===== src/rtl/player_pkg.sv =====
// Shared definitions for the player position controller.
//   state_t      : dive FSM encoding (2'd3 is illegal, recovers to GROUND)
//   DEF_*        : default playfield geometry, step sizes and air supply
package player_pkg;

  typedef enum logic [1:0] {
    GROUND = 2'd0,
    DIVE   = 2'd1,
    RISE   = 2'd2
  } state_t;

  localparam int DEF_WIDTH    = 16;
  localparam int DEF_X_MIN    = 8;
  localparam int DEF_X_MAX    = 615;
  localparam int DEF_START_X  = 315;
  localparam int DEF_Y_GROUND = 344;
  localparam int DEF_Y_MAX    = 456;
  localparam int DEF_STEP_X   = 1;
  localparam int DEF_STEP_Y   = 1;
  localparam int DEF_AIR_MAX  = 64;
  localparam int DEF_AIR_W    = 8;

endpackage


===== src/rtl/player_motion_if.sv =====
// Bundle between the button/frame-tick side and the renderer/collision side.
//   master : drives restart/frame/game/buttons, observes position and status
//   slave  : the motion controller
interface player_motion_if #(
  parameter int WIDTH = 16,
  parameter int AIR_W = 8
);
  logic             restart;
  logic             frame;
  logic             game;
  logic             btnL;
  logic             btnR;
  logic             btnD;
  logic [WIDTH-1:0] px;
  logic [WIDTH-1:0] py;
  logic [1:0]       pstate;
  logic [AIR_W-1:0] air;
  logic             submerged;

  modport master (
    output restart, frame, game, btnL, btnR, btnD,
    input  px, py, pstate, air, submerged
  );

  modport slave (
    input  restart, frame, game, btnL, btnR, btnD,
    output px, py, pstate, air, submerged
  );
endinterface


===== src/rtl/sat_step_counter.sv =====
// Saturating up/down counter with a fixed step.
//   clk, rst_n : clock, async active-low reset (to RST_VAL)
//   load       : synchronous reload to RST_VAL, wins over en
//   en         : step qualifier
//   inc, dec   : step direction; both or neither holds the value
//   q          : registered count, always inside [MIN, MAX]
module sat_step_counter #(
  parameter int unsigned W       = 16,
  parameter int unsigned MIN     = 0,
  parameter int unsigned MAX     = 255,
  parameter int unsigned STEP    = 1,
  parameter int unsigned RST_VAL = 0
) (
  input  logic         clk,
  input  logic         rst_n,
  input  logic         load,
  input  logic         en,
  input  logic         inc,
  input  logic         dec,
  output logic [W-1:0] q
);

  // One extra bit so the step can never wrap before it is clamped.
  localparam logic [W:0] MIN_E  = (W+1)'(MIN);
  localparam logic [W:0] MAX_E  = (W+1)'(MAX);
  localparam logic [W:0] STEP_E = (W+1)'(STEP);
  localparam logic [W:0] RST_E  = (W+1)'(RST_VAL);

  logic [W-1:0] q_q, q_d;
  logic [W:0]   up, dn;

  always_comb begin
    up  = {1'b0, q_q} + STEP_E;
    dn  = {1'b0, q_q} - STEP_E;
    q_d = q_q;
    if (load) begin
      q_d = RST_E[W-1:0];
    end else if (en && inc && !dec) begin
      q_d = (up > MAX_E) ? MAX_E[W-1:0] : up[W-1:0];
    end else if (en && dec && !inc) begin
      // dn[W] set means the subtraction borrowed below zero.
      q_d = (dn[W] || (dn < MIN_E)) ? MIN_E[W-1:0] : dn[W-1:0];
    end
  end

  always_ff @(posedge clk or negedge rst_n) begin
    if (!rst_n) q_q <= RST_E[W-1:0];
    else        q_q <= q_d;
  end

  assign q = q_q;

endmodule


===== src/rtl/player_motion.sv =====
// Player position controller: horizontal walk on the surface, dive with a
// limited air supply, automatic rise back to the surface.
//   clk, resetp_n : clock, async active-low reset
//   bus (slave)   : restart/frame/game/btnL/btnR/btnD in;
//                   px/py/pstate/air/submerged out (all registered)
//
// state  | meaning
// GROUND | on the surface; walk left/right, air refills
// DIVE   | descending while btnD held and air remains; px frozen
// RISE   | ascending to the surface; px frozen, btnD ignored
module player_motion
  import player_pkg::*;
#(
  parameter int WIDTH    = DEF_WIDTH,
  parameter int X_MIN    = DEF_X_MIN,
  parameter int X_MAX    = DEF_X_MAX,
  parameter int START_X  = DEF_START_X,
  parameter int Y_GROUND = DEF_Y_GROUND,
  parameter int Y_MAX    = DEF_Y_MAX,
  parameter int STEP_X   = DEF_STEP_X,
  parameter int STEP_Y   = DEF_STEP_Y,
  parameter int AIR_MAX  = DEF_AIR_MAX,
  parameter int AIR_W    = DEF_AIR_W
) (
  input logic             clk,
  input logic             resetp_n,
  player_motion_if.slave  bus
);

  localparam logic [WIDTH:0] RISE_END = (WIDTH+1)'(Y_GROUND + STEP_Y);

  state_t           state_q, state_d;
  logic             submerged_q, submerged_d;
  logic [WIDTH-1:0] px_q, py_q;
  logic [AIR_W-1:0] air_q;
  logic             en, air_ok, rise_done;
  logic             px_inc, px_dec, py_inc, py_dec, air_inc, air_dec;

  assign en        = bus.frame & ~bus.game;
  assign air_ok    = (air_q != '0);
  // The next upward step lands on (or clamps to) the surface row.
  assign rise_done = ({1'b0, py_q} <= RISE_END);

  always_comb begin
    state_d = state_q;
    px_inc  = 1'b0;
    px_dec  = 1'b0;
    py_inc  = 1'b0;
    py_dec  = 1'b0;
    air_inc = 1'b0;
    air_dec = 1'b0;
    case (state_q)
      GROUND: begin
        px_inc = bus.btnR & ~bus.btnL;
        px_dec = bus.btnL & ~bus.btnR;
        if (bus.btnD && air_ok) begin
          state_d = DIVE;
          py_inc  = 1'b1;
          air_dec = 1'b1;
        end else begin
          air_inc = 1'b1;
        end
      end
      DIVE: begin
        if (bus.btnD && air_ok) begin
          py_inc  = 1'b1;
          air_dec = 1'b1;
        end else begin
          state_d = RISE;
        end
      end
      RISE: begin
        py_dec = 1'b1;
        if (rise_done) state_d = GROUND;
      end
      default: state_d = GROUND;
    endcase
  end

  // submerged follows py's next value: any downward step leaves the surface,
  // an upward step stays below only if it does not reach the surface row.
  always_comb begin
    submerged_d = submerged_q;
    if (bus.restart)       submerged_d = 1'b0;
    else if (en && py_inc) submerged_d = 1'b1;
    else if (en && py_dec) submerged_d = ~rise_done;
  end

  always_ff @(posedge clk or negedge resetp_n) begin
    if (!resetp_n) begin
      state_q     <= GROUND;
      submerged_q <= 1'b0;
    end else begin
      submerged_q <= submerged_d;
      if (bus.restart) state_q <= GROUND;
      else if (en)     state_q <= state_d;
    end
  end

  sat_step_counter #(
    .W(WIDTH), .MIN(X_MIN), .MAX(X_MAX), .STEP(STEP_X), .RST_VAL(START_X)
  ) u_px (
    .clk(clk), .rst_n(resetp_n), .load(bus.restart), .en(en),
    .inc(px_inc), .dec(px_dec), .q(px_q)
  );

  sat_step_counter #(
    .W(WIDTH), .MIN(Y_GROUND), .MAX(Y_MAX), .STEP(STEP_Y), .RST_VAL(Y_GROUND)
  ) u_py (
    .clk(clk), .rst_n(resetp_n), .load(bus.restart), .en(en),
    .inc(py_inc), .dec(py_dec), .q(py_q)
  );

  sat_step_counter #(
    .W(AIR_W), .MIN(0), .MAX(AIR_MAX), .STEP(1), .RST_VAL(AIR_MAX)
  ) u_air (
    .clk(clk), .rst_n(resetp_n), .load(bus.restart), .en(en),
    .inc(air_inc), .dec(air_dec), .q(air_q)
  );

  assign bus.px        = px_q;
  assign bus.py        = py_q;
  assign bus.pstate    = state_q;
  assign bus.air       = air_q;
  assign bus.submerged = submerged_q;

endmodule

===== src/flat_wrapper.sv =====
// flat-port wrapper written by rule: the top's interface ports become plain ports
module player_motion_flat import player_pkg::*;
#(
  parameter int WIDTH    = DEF_WIDTH,
  parameter int X_MIN    = DEF_X_MIN,
  parameter int X_MAX    = DEF_X_MAX,
  parameter int START_X  = DEF_START_X,
  parameter int Y_GROUND = DEF_Y_GROUND,
  parameter int Y_MAX    = DEF_Y_MAX,
  parameter int STEP_X   = DEF_STEP_X,
  parameter int STEP_Y   = DEF_STEP_Y,
  parameter int AIR_MAX  = DEF_AIR_MAX,
  parameter int AIR_W    = DEF_AIR_W
)
  (clk, resetp_n, bus_restart, bus_frame, bus_game, bus_btnL, bus_btnR, bus_btnD, bus_px, bus_py, bus_pstate, bus_air, bus_submerged);
  player_motion_if #(.WIDTH(WIDTH), .AIR_W(AIR_W)) bus_i ();
  input logic clk;
  input logic resetp_n;
  input wire logic [$bits(bus_i.restart)-1:0] bus_restart;
  input wire logic [$bits(bus_i.frame)-1:0] bus_frame;
  input wire logic [$bits(bus_i.game)-1:0] bus_game;
  input wire logic [$bits(bus_i.btnL)-1:0] bus_btnL;
  input wire logic [$bits(bus_i.btnR)-1:0] bus_btnR;
  input wire logic [$bits(bus_i.btnD)-1:0] bus_btnD;
  output wire logic [$bits(bus_i.px)-1:0] bus_px;
  output wire logic [$bits(bus_i.py)-1:0] bus_py;
  output wire logic [$bits(bus_i.pstate)-1:0] bus_pstate;
  output wire logic [$bits(bus_i.air)-1:0] bus_air;
  output wire logic [$bits(bus_i.submerged)-1:0] bus_submerged;
  assign bus_i.restart = bus_restart;
  assign bus_i.frame = bus_frame;
  assign bus_i.game = bus_game;
  assign bus_i.btnL = bus_btnL;
  assign bus_i.btnR = bus_btnR;
  assign bus_i.btnD = bus_btnD;
  assign bus_px = bus_i.px;
  assign bus_py = bus_i.py;
  assign bus_pstate = bus_i.pstate;
  assign bus_air = bus_i.air;
  assign bus_submerged = bus_i.submerged;
  player_motion #(.WIDTH(WIDTH), .X_MIN(X_MIN), .X_MAX(X_MAX), .START_X(START_X), .Y_GROUND(Y_GROUND), .Y_MAX(Y_MAX), .STEP_X(STEP_X), .STEP_Y(STEP_Y), .AIR_MAX(AIR_MAX), .AIR_W(AIR_W)) u_core (.clk(clk), .resetp_n(resetp_n), .bus(bus_i));
endmodule

===== config.mk =====
export PLATFORM = sky130hd
export DESIGN_NAME = player_motion_flat
export DESIGN_NICKNAME = d
export VERILOG_FILES = /design/src/rtl/player_pkg.sv /design/src/rtl/player_motion_if.sv /design/src/rtl/sat_step_counter.sv /design/src/rtl/player_motion.sv /design/src/flat_wrapper.sv
export SDC_FILE = /design/constraint.sdc
export NUM_CORES = 1
export LEC_CHECK = 0
export BUFFER_PORTS_ARGS = -buffer_cell sky130_fd_sc_hd__buf_2
export CAP_MARGIN = 20
export CORE_MARGIN = 3
export CORE_UTILIZATION = 50
export CTS_CLUSTER_SIZE = 20
export DETAILED_ROUTE_END_ITERATION = 10
export PLACE_DENSITY = 0.7
export SYNTH_ARGS = -nofsm -noshare
export SYNTH_HDL_FRONTEND = slang
export SYNTH_HIERARCHICAL = 1
export SYNTH_SLANG_ARGS = --single-unit

===== constraint.sdc =====
create_clock -name clk -period 4.1 [get_ports clk]
set_input_delay 0.205 -clock clk [delete_from_list [all_inputs] [get_ports clk]]
set_output_delay 0.205 -clock clk [all_outputs]
set_load 0.005 [all_outputs]

==> flow_summary_export.csv, run 1 <==
group,metric,value,unit
placed_design,port_buffers,50,
timing,setup_viol,0,
clock_network,cts-htree-levels,2,
pwr,p_per_area,350,nW/um2
timing,rsz0062_at_grt,"false",
worst_setup_path,cp_slowest_cell,"dfstp_2",
timing,finalMaxSlewViolations,0,
finish,layout-drive-gt1-share,0.177,
finish,n_fill_cell,903,
detailed_routing,ant_nets,0,
global_routing,gr-total-overflow,0,
finish,fin_cells,784,
yosys,synth_commonest_cells,"nand2_1, nor2_1, nor3_1, a21oi_1, o21ai_0",
finish,num_antenna_cells,0,
finish,multiInputGateArea,3420,um2
pwr,leakagePower,2.01,nW
timing,max_slew_margin,0.552,
worst_setup_path,end_kind,"flip-flop",
yosys,syn_area,4860,um2
clock_network,clk_pin_slew,0.09,ns
yosys,synth_cell_types,91,
pwr,ir_drop,0.000314,V
timing,clock_skew,0.0104,ns
global_routing,grt_pass1_wl,22700,um
clock_network,cts_made_buffers,5,
worst_setup_path,cp_max_fo,19,
worst_setup_path,arrival,3.88,ns
floorplan,ios,51,
yosys,yosysTopAreaCellShare,0.165,
finish,regArea,1090,um2
detailed_routing,drtIter0Drc,343,
floorplan,die-area,10900,um2
yosys,ys_ff_latch,43,
hold_path,holdCritPathClass,"in2async",
worst_setup_path,worstSetupPathType,"reg2reg",
worst_setup_path,r2r_cells,9,
worst_setup_path,r2r_end,"u_core/u_px/q[2]$_DFFE_PN0P_",
detailed_routing,wl,13900,um
yosys,synth_top_area_cell,"dfrtp_1",
timing,max_freq,0.271,GHz
placed_design,place_ws,0.526,ns
global_routing,grt.total_usage,0.243,
placed_design,dp_hpwl,9740,um
floorplan,fp-row-count,35,
worst_setup_path,cp-start-kind,"flip-flop",
yosys,yosysMostFrequentCell,"nand2_1",
yosys,synth-edff-count,0,
worst_setup_path,crit_end,"u_core/u_px/q[2]$_DFFE_PN0P_",
yosys,seq_area_frac_synth,0.224,
clock_network,cts_sinks,43,
floorplan,dieHeight,105,um
detailed_routing,post-route-drc-count,0,
floorplan,die_w,105,um
clock_network,cts_setup_buffers,0,
finish,layout.nets,670,
timing,setup_ws,0.412,ns
worst_setup_path,startpoint,"u_core/u_px/q[0]$_DFFE_PN1P_",
worst_setup_path,required,4.29,ns
placed_design,gp_congestion,1.03,
job,drv_cap,0,
timing,worst_pin_slew,0.663,ns
detailed_routing,drtPass1Iterations,5,
global_routing,grt_pass1_vias,4646,
clock_network,clockBufferDepth,2,
timing,fin_setup_tns,0,ns
worst_setup_path,cp_cell_sequence,"ha_1, nand3_1, nor4_1, mux2_2, nor3_1, a211oi_1, or3_1, o31ai_1, nand2_1",
yosys,synth_flop_cell,"dfrtp_1",
clock_network,ctsResizeCount,0,
placed_design,placed_cells,774,
clock_network,root_buffer,"clkbuf_8",
yosys,synth-async-reset-ratio,1.00,
clock_network,tritoncts,"done",
outcome,status,"finished, final reports clean",
finish,area_growth_syn_to_layout,6.95,%
yosys,synth.area.top_cells,"dfrtp_1, dfstp_2, nand2_1",
yosys,syn-num-nets,660,
yosys,syn_inst,644,
floorplan,coreArea,9330,um2
floorplan,initial_core_util,0.521,
clock_network,ctsHoldBuffers,0,
worst_setup_path,r2r_slack,0.41,ns
detailed_routing,via_per_inst,6.58,
timing,post-route-min-period,3.69,ns
yosys,synth_warnings,6,
worst_setup_path,slowest_delay,0.73,ns
worst_setup_path,rr_startpoint,"u_core/u_px/q[0]$_DFFE_PN1P_",
clock_network,clock_latency,0.30,ns
global_routing,grt_max_degree,44,
detailed_routing,vias,5160,
timing,fin_crit_sh,0.899,
yosys,syn_area_per_cell,7.55,um2
timing,finalHoldViolations,0,
global_routing,antenna_found_initial,0,
detailed_routing,wl_per_cell,17.7,um
## worst min-delay path by stage
stage,endpoint,depth (start not counted)
detailed placement,u_core/u_air/q[5]$_DFFE_PN0P_,1
floorplan,u_core/bus.pstate[0]$_DFFE_PN0P_,0
global placement,u_core/u_air/q[5]$_DFFE_PN0P_,1
finish,u_core/u_air/q[5]$_DFFE_PN0P_,2
CTS,u_core/u_px/q[11]$_DFFE_PN0P_,1
global route,u_core/u_air/q[5]$_DFFE_PN0P_,2
## metrics by stage
stage               total power [mW]  instance area (um2)  hold WS (ns)   util
finish                          1.82                 5200         0.238  0.557
global placement                1.44                 5060         0.439  0.542
detailed placement              1.47                 5060         0.426  0.542
floorplan                       1.27                 4860       -0.0906      -
global route                    1.95                 5200         0.260  0.557
CTS                             1.82                 5170        0.0953  0.554
## layer usage
metal / GRT usage / wire, um
met1: 0.319 / 5850
met2: 0.418 / 6840
met3: 0.0315 / 1000
met4: 0.0731 / 217
met5: 0 / 0
## power breakdown
part	leakage [nW]	switching, mW	internal, mW
Combinational	1.39	0.452	0.342
Clock	0.0581	0.157	0.182
Sequential	0.557	0.198	0.490
Total	2.01	0.807	1.01
## critical path: cells and delay by family, from the launching register on
family                     cells  cell delay, ns
AOI/OAI and AO/OA              2            0.37
DFF                            1            0.73
and+or+nand+nor                5            1.70
muxes                          1            0.43
adders and majority gates      1            0.33
## area by class of cell
cell class | count | area share
Clock buffer | 5 | 0.0132
Tap cell | 129 | 0.0310
Clock inverter | 3 | 0.00842
Timing Repair Buffer | 61 | 0.0669
Inverter | 17 | 0.0123
Multi-Input combinational cell | 526 | 0.659
Sequential cell | 43 | 0.210
## state kept, by name, summed over array words and instances (netlist names)
register              count
u_core/u_px/q            16
u_core/u_air/q            8
u_core/u_py/q            16
u_core/bus.submerged      1
u_core/bus.pstate         2
## cells in the final DEF, fill, tap and decap left out, types with 8 or more instances in the layout
| cell type | Yosys | layout |
|---|---|---|
| nand2_1 | 59 | 59 |
| buf_2 | 17 | 50 |
| nor2_1 | 45 | 45 |
| nor3_1 | 44 | 44 |
| a21oi_1 | 35 | 35 |
| o21ai_0 | 35 | 35 |
| dfrtp_1 | 32 | 32 |
| nand3_1 | 31 | 31 |
| o211ai_1 | 20 | 20 |
| inv_1 | 16 | 16 |
| nand2b_1 | 13 | 13 |
| nand4_1 | 12 | 12 |
| and3_1 | 12 | 12 |
| nor2b_1 | 11 | 11 |
| dfstp_2 | 11 | 11 |
| and2_1 | 10 | 10 |
| buf_4 | 4 | 9 |
| nor4_1 | 9 | 9 |
| a31oi_1 | 9 | 9 |
| xnor2_1 | 9 | 9 |
| or3_1 | 8 | 8 |
| xor2_1 | 8 | 8 |
| ha_1 | 8 | 8 |
## cells by family after synthesis
| kind of cell | Yosys count | share of synthesized area |
|---|---|---|
| mux | 9 | 0.0193 |
| fa+ha+maj | 8 | 0.0206 |
| buf+inv | 75 | 0.0715 |
| compound gates | 185 | 0.276 |
| flops | 43 | 0.224 |
| xor+xnor | 17 | 0.0306 |
| simple gates | 307 | 0.358 |
Power figures use the tool's default switching activity.
==> run 2, diff against run 1 <==
--- a/config.mk
+++ b/config.mk
@@ -5,6 +5,7 @@
 export SDC_FILE = /design/constraint.sdc
 export NUM_CORES = 1
 export LEC_CHECK = 0
+export ABC_AREA = 1
 export BUFFER_PORTS_ARGS = -buffer_cell sky130_fd_sc_hd__buf_2
 export CAP_MARGIN = 20
 export CORE_MARGIN = 3
==> flow_summary_export.csv, run 2 <==
group,metric,value,unit
yosys,synth_commonest_cells,"nand2_1, nor2_1, inv_1, nand3_1, dfrtp_1",
timing,max_freq,0.294,GHz
worst_setup_path,slowest_delay,0.80,ns
clock_network,tritoncts,"done",
worst_setup_path,required,4.32,ns
pwr,ir_drop,0.000285,V
timing,finalMaxSlewViolations,0,
worst_setup_path,cp_max_fo,23,
timing,worst_pin_slew,1.02,ns
clock_network,clk_pin_slew,0.09,ns
detailed_routing,ant_nets,0,
yosys,synth_cell_types,43,
hold_path,holdCritPathClass,"in2reg",
pwr,leakagePower,2.80,nW
yosys,syn_area_per_cell,5.91,um2
clock_network,root_buffer,"clkbuf_8",
detailed_routing,post-route-drc-count,0,
job,drv_cap,0,
detailed_routing,via_per_inst,5.40,
floorplan,die-area,11100,um2
placed_design,gp_congestion,0.962,
yosys,synth-edff-count,0,
pwr,p_per_area,442,nW/um2
finish,utilization,0.567,
placed_design,dp_hpwl,10700,um
worst_setup_path,arrival,3.62,ns
yosys,syn-num-nets,849,
finish,final_cell_mix,"nand2_1, nor2_1, inv_1",
worst_setup_path,worstSetupPathType,"reg2reg",
floorplan,coreArea,9420,um2
yosys,synth_warnings,6,
yosys,yosysTopAreaCellShare,0.211,
finish,layout-drive-gt1-share,0.182,
worst_setup_path,end_kind,"flip-flop",
global_routing,gr-total-overflow,0,
yosys,synth_top_area_cell,"nand2_1",
worst_setup_path,cp-start-kind,"flip-flop",
floorplan,ios,51,
finish,layout_commonest_cell,"nand2_1",
timing,fin_crit_sh,0.830,
yosys,yosysMostFrequentCell,"nand2_1",
outcome,status,"finished, final reports clean",
clock_network,cts-htree-levels,2,
worst_setup_path,cp_cell_sequence,"nor2_1, nand4_2, nand2_1, nor2_2, nand3_1, buf_4, inv_2, nor3_1, nor2_1, o211ai_1, a21oi_2, nand2_1, o21ai_1",
timing,post-route-min-period,3.40,ns
timing,finalHoldViolations,0,
detailed_routing,drtPass1Iterations,5,
placed_design,port_buffers,50,
floorplan,dieHeight,105,um
yosys,syn_area,4920,um2
timing,max_slew_margin,0.314,
timing,clock_skew,0.00376,ns
clock_network,clockBufferDepth,2,
floorplan,fp-row-count,35,
yosys,ys_ff_latch,43,
global_routing,grt_max_degree,44,
finish,layout.nets,888,
detailed_routing,drtIter0Drc,480,
yosys,syn_inst,833,
floorplan,die_w,105,um
global_routing,grt_pass1_vias,4825,
global_routing,grt.total_usage,0.257,
timing,setup_viol,0,
pwr,total_power,2.36,mW
yosys,synth.area.top_cells,"nand2_1, dfrtp_1, nor2_1",
clock_network,cts_made_buffers,5,
clock_network,clock_latency,0.30,ns
yosys,synth_flop_cell,"dfrtp_1",
yosys,seq_area_frac_synth,0.221,
detailed_routing,wl,14100,um
timing,rsz0062_at_grt,"false",
global_routing,antenna_found_initial,0,
worst_setup_path,cp_slowest_cell,"nor2_1",
clock_network,cts_sinks,43,
yosys,synth-async-reset-ratio,1.00,
finish,area_growth_syn_to_layout,8.44,%
clock_network,ctsResizeCount,0,
global_routing,grt_pass1_wl,23600,um
finish,num_antenna_cells,0,
timing,fin_setup_tns,0,ns
detailed_routing,vias,5408,
floorplan,initial_core_util,0.523,
detailed_routing,wl_per_cell,14.0,um
run 2: changes by cell type after synthesis, moves of 13 or more:
cell / change
o211ai_1: -15
nor2_1: +72
nor3_1: -38
nand3_1: +43
nand2b_1: -13
nor2_2: +18
inv_1: +78
a21oi_1: -24
nand2_1: +217
nand2_2: +18
clkbuf_1: -25
run 2: per-stage QoR:
step | instances | area, um2 | setup WS (ns) | hold slack (ns)
after global routing | 1002 | 5340 | 0.264 | 0.279
after CTS | 1000 | 5310 | 0.732 | 0.130
after global placement | 992 | 5220 | 0.856 | 0.450
after detailed placement | 992 | 5220 | 0.757 | 0.463
after floorplan | 833 | 4920 | 1.72 | -0.0906
final | 1002 | 5340 | 0.699 | 0.276
run 2: cell type report:
class                   count  area (um2)
fillers                   961        4080
multi-input cells         664        3310
flip-flops and latches     43        1090
inverters                 104         390
repair buffers             54         295
well taps                 129         161
clock buffers               7        86.3
clock inverters             1        5.00
run 2: power breakdown:
group	total, mW	switching, mW	internal [mW]	leakage [nW]
Clock	0.291	0.155	0.136	0.0482
Combinational	1.33	0.888	0.442	2.20
Sequential	0.737	0.206	0.530	0.552
Total	2.36	1.25	1.11	2.80
run 2: worst max-delay path, delay by kind of cell (launching register included):
family                 cells  cell delay [ns]
buffers and inverters      2             0.58
and+or+nand+nor            8             1.63
AOI/OAI and AO/OA          3             0.49
DFF                        1             0.59
run 2: repair_timing:
action                    4_1_cts  5_1_grt
hold endpoints to repair        0        8
buffers inserted                0        0
hold buffers                    0        1
run 2: kinds of logic after synthesis:
family	synth area share
compound gates	0.0928
xor+xnor	0.0356
fa+ha+maj	0.0203
buf+inv	0.106
flops	0.221
simple gates	0.524
run 2: final timing paths:
| kind | start | slack [ns] | cells past startpoint | to |
|---|---|---|---|---|
| worst max-delay path | u_core/u_air/q[6]$_DFFE_PN1P_ | 0.70 | 13 | u_core/u_py/q[5]$_DFFE_PN0P_ |
| worst min-delay path | bus_game | 0.28 | 4 | u_core/bus.pstate[1]$_DFFE_PN0P_ |
| worst max register to register | u_core/u_air/q[6]$_DFFE_PN1P_ | 0.70 | 13 | u_core/u_py/q[5]$_DFFE_PN0P_ |
| worst min register to register | u_core/bus.submerged$_DFFE_PN0P_ | 0.54 | 2 | u_core/bus.submerged$_DFFE_PN0P_ |
| min in group asynchronous | resetp_n | 0.32 | 2 | u_core/bus.submerged$_DFFE_PN0P_ |
| max in group asynchronous | resetp_n | 3.23 | 3 | u_core/u_px/q[3]$_DFFE_PN1P_ |
run 2: metal layers:
layer | up-vias | share of wire | GRT usage
met5 | - | 0 | 0
met4 | 0 | 0.012 | 0.0740
met3 | 15 | 0.063 | 0.0395
met2 | 175 | 0.44 | 0.374
met1 | 2507 | 0.49 | 0.388
li1 | 2711 | - | -
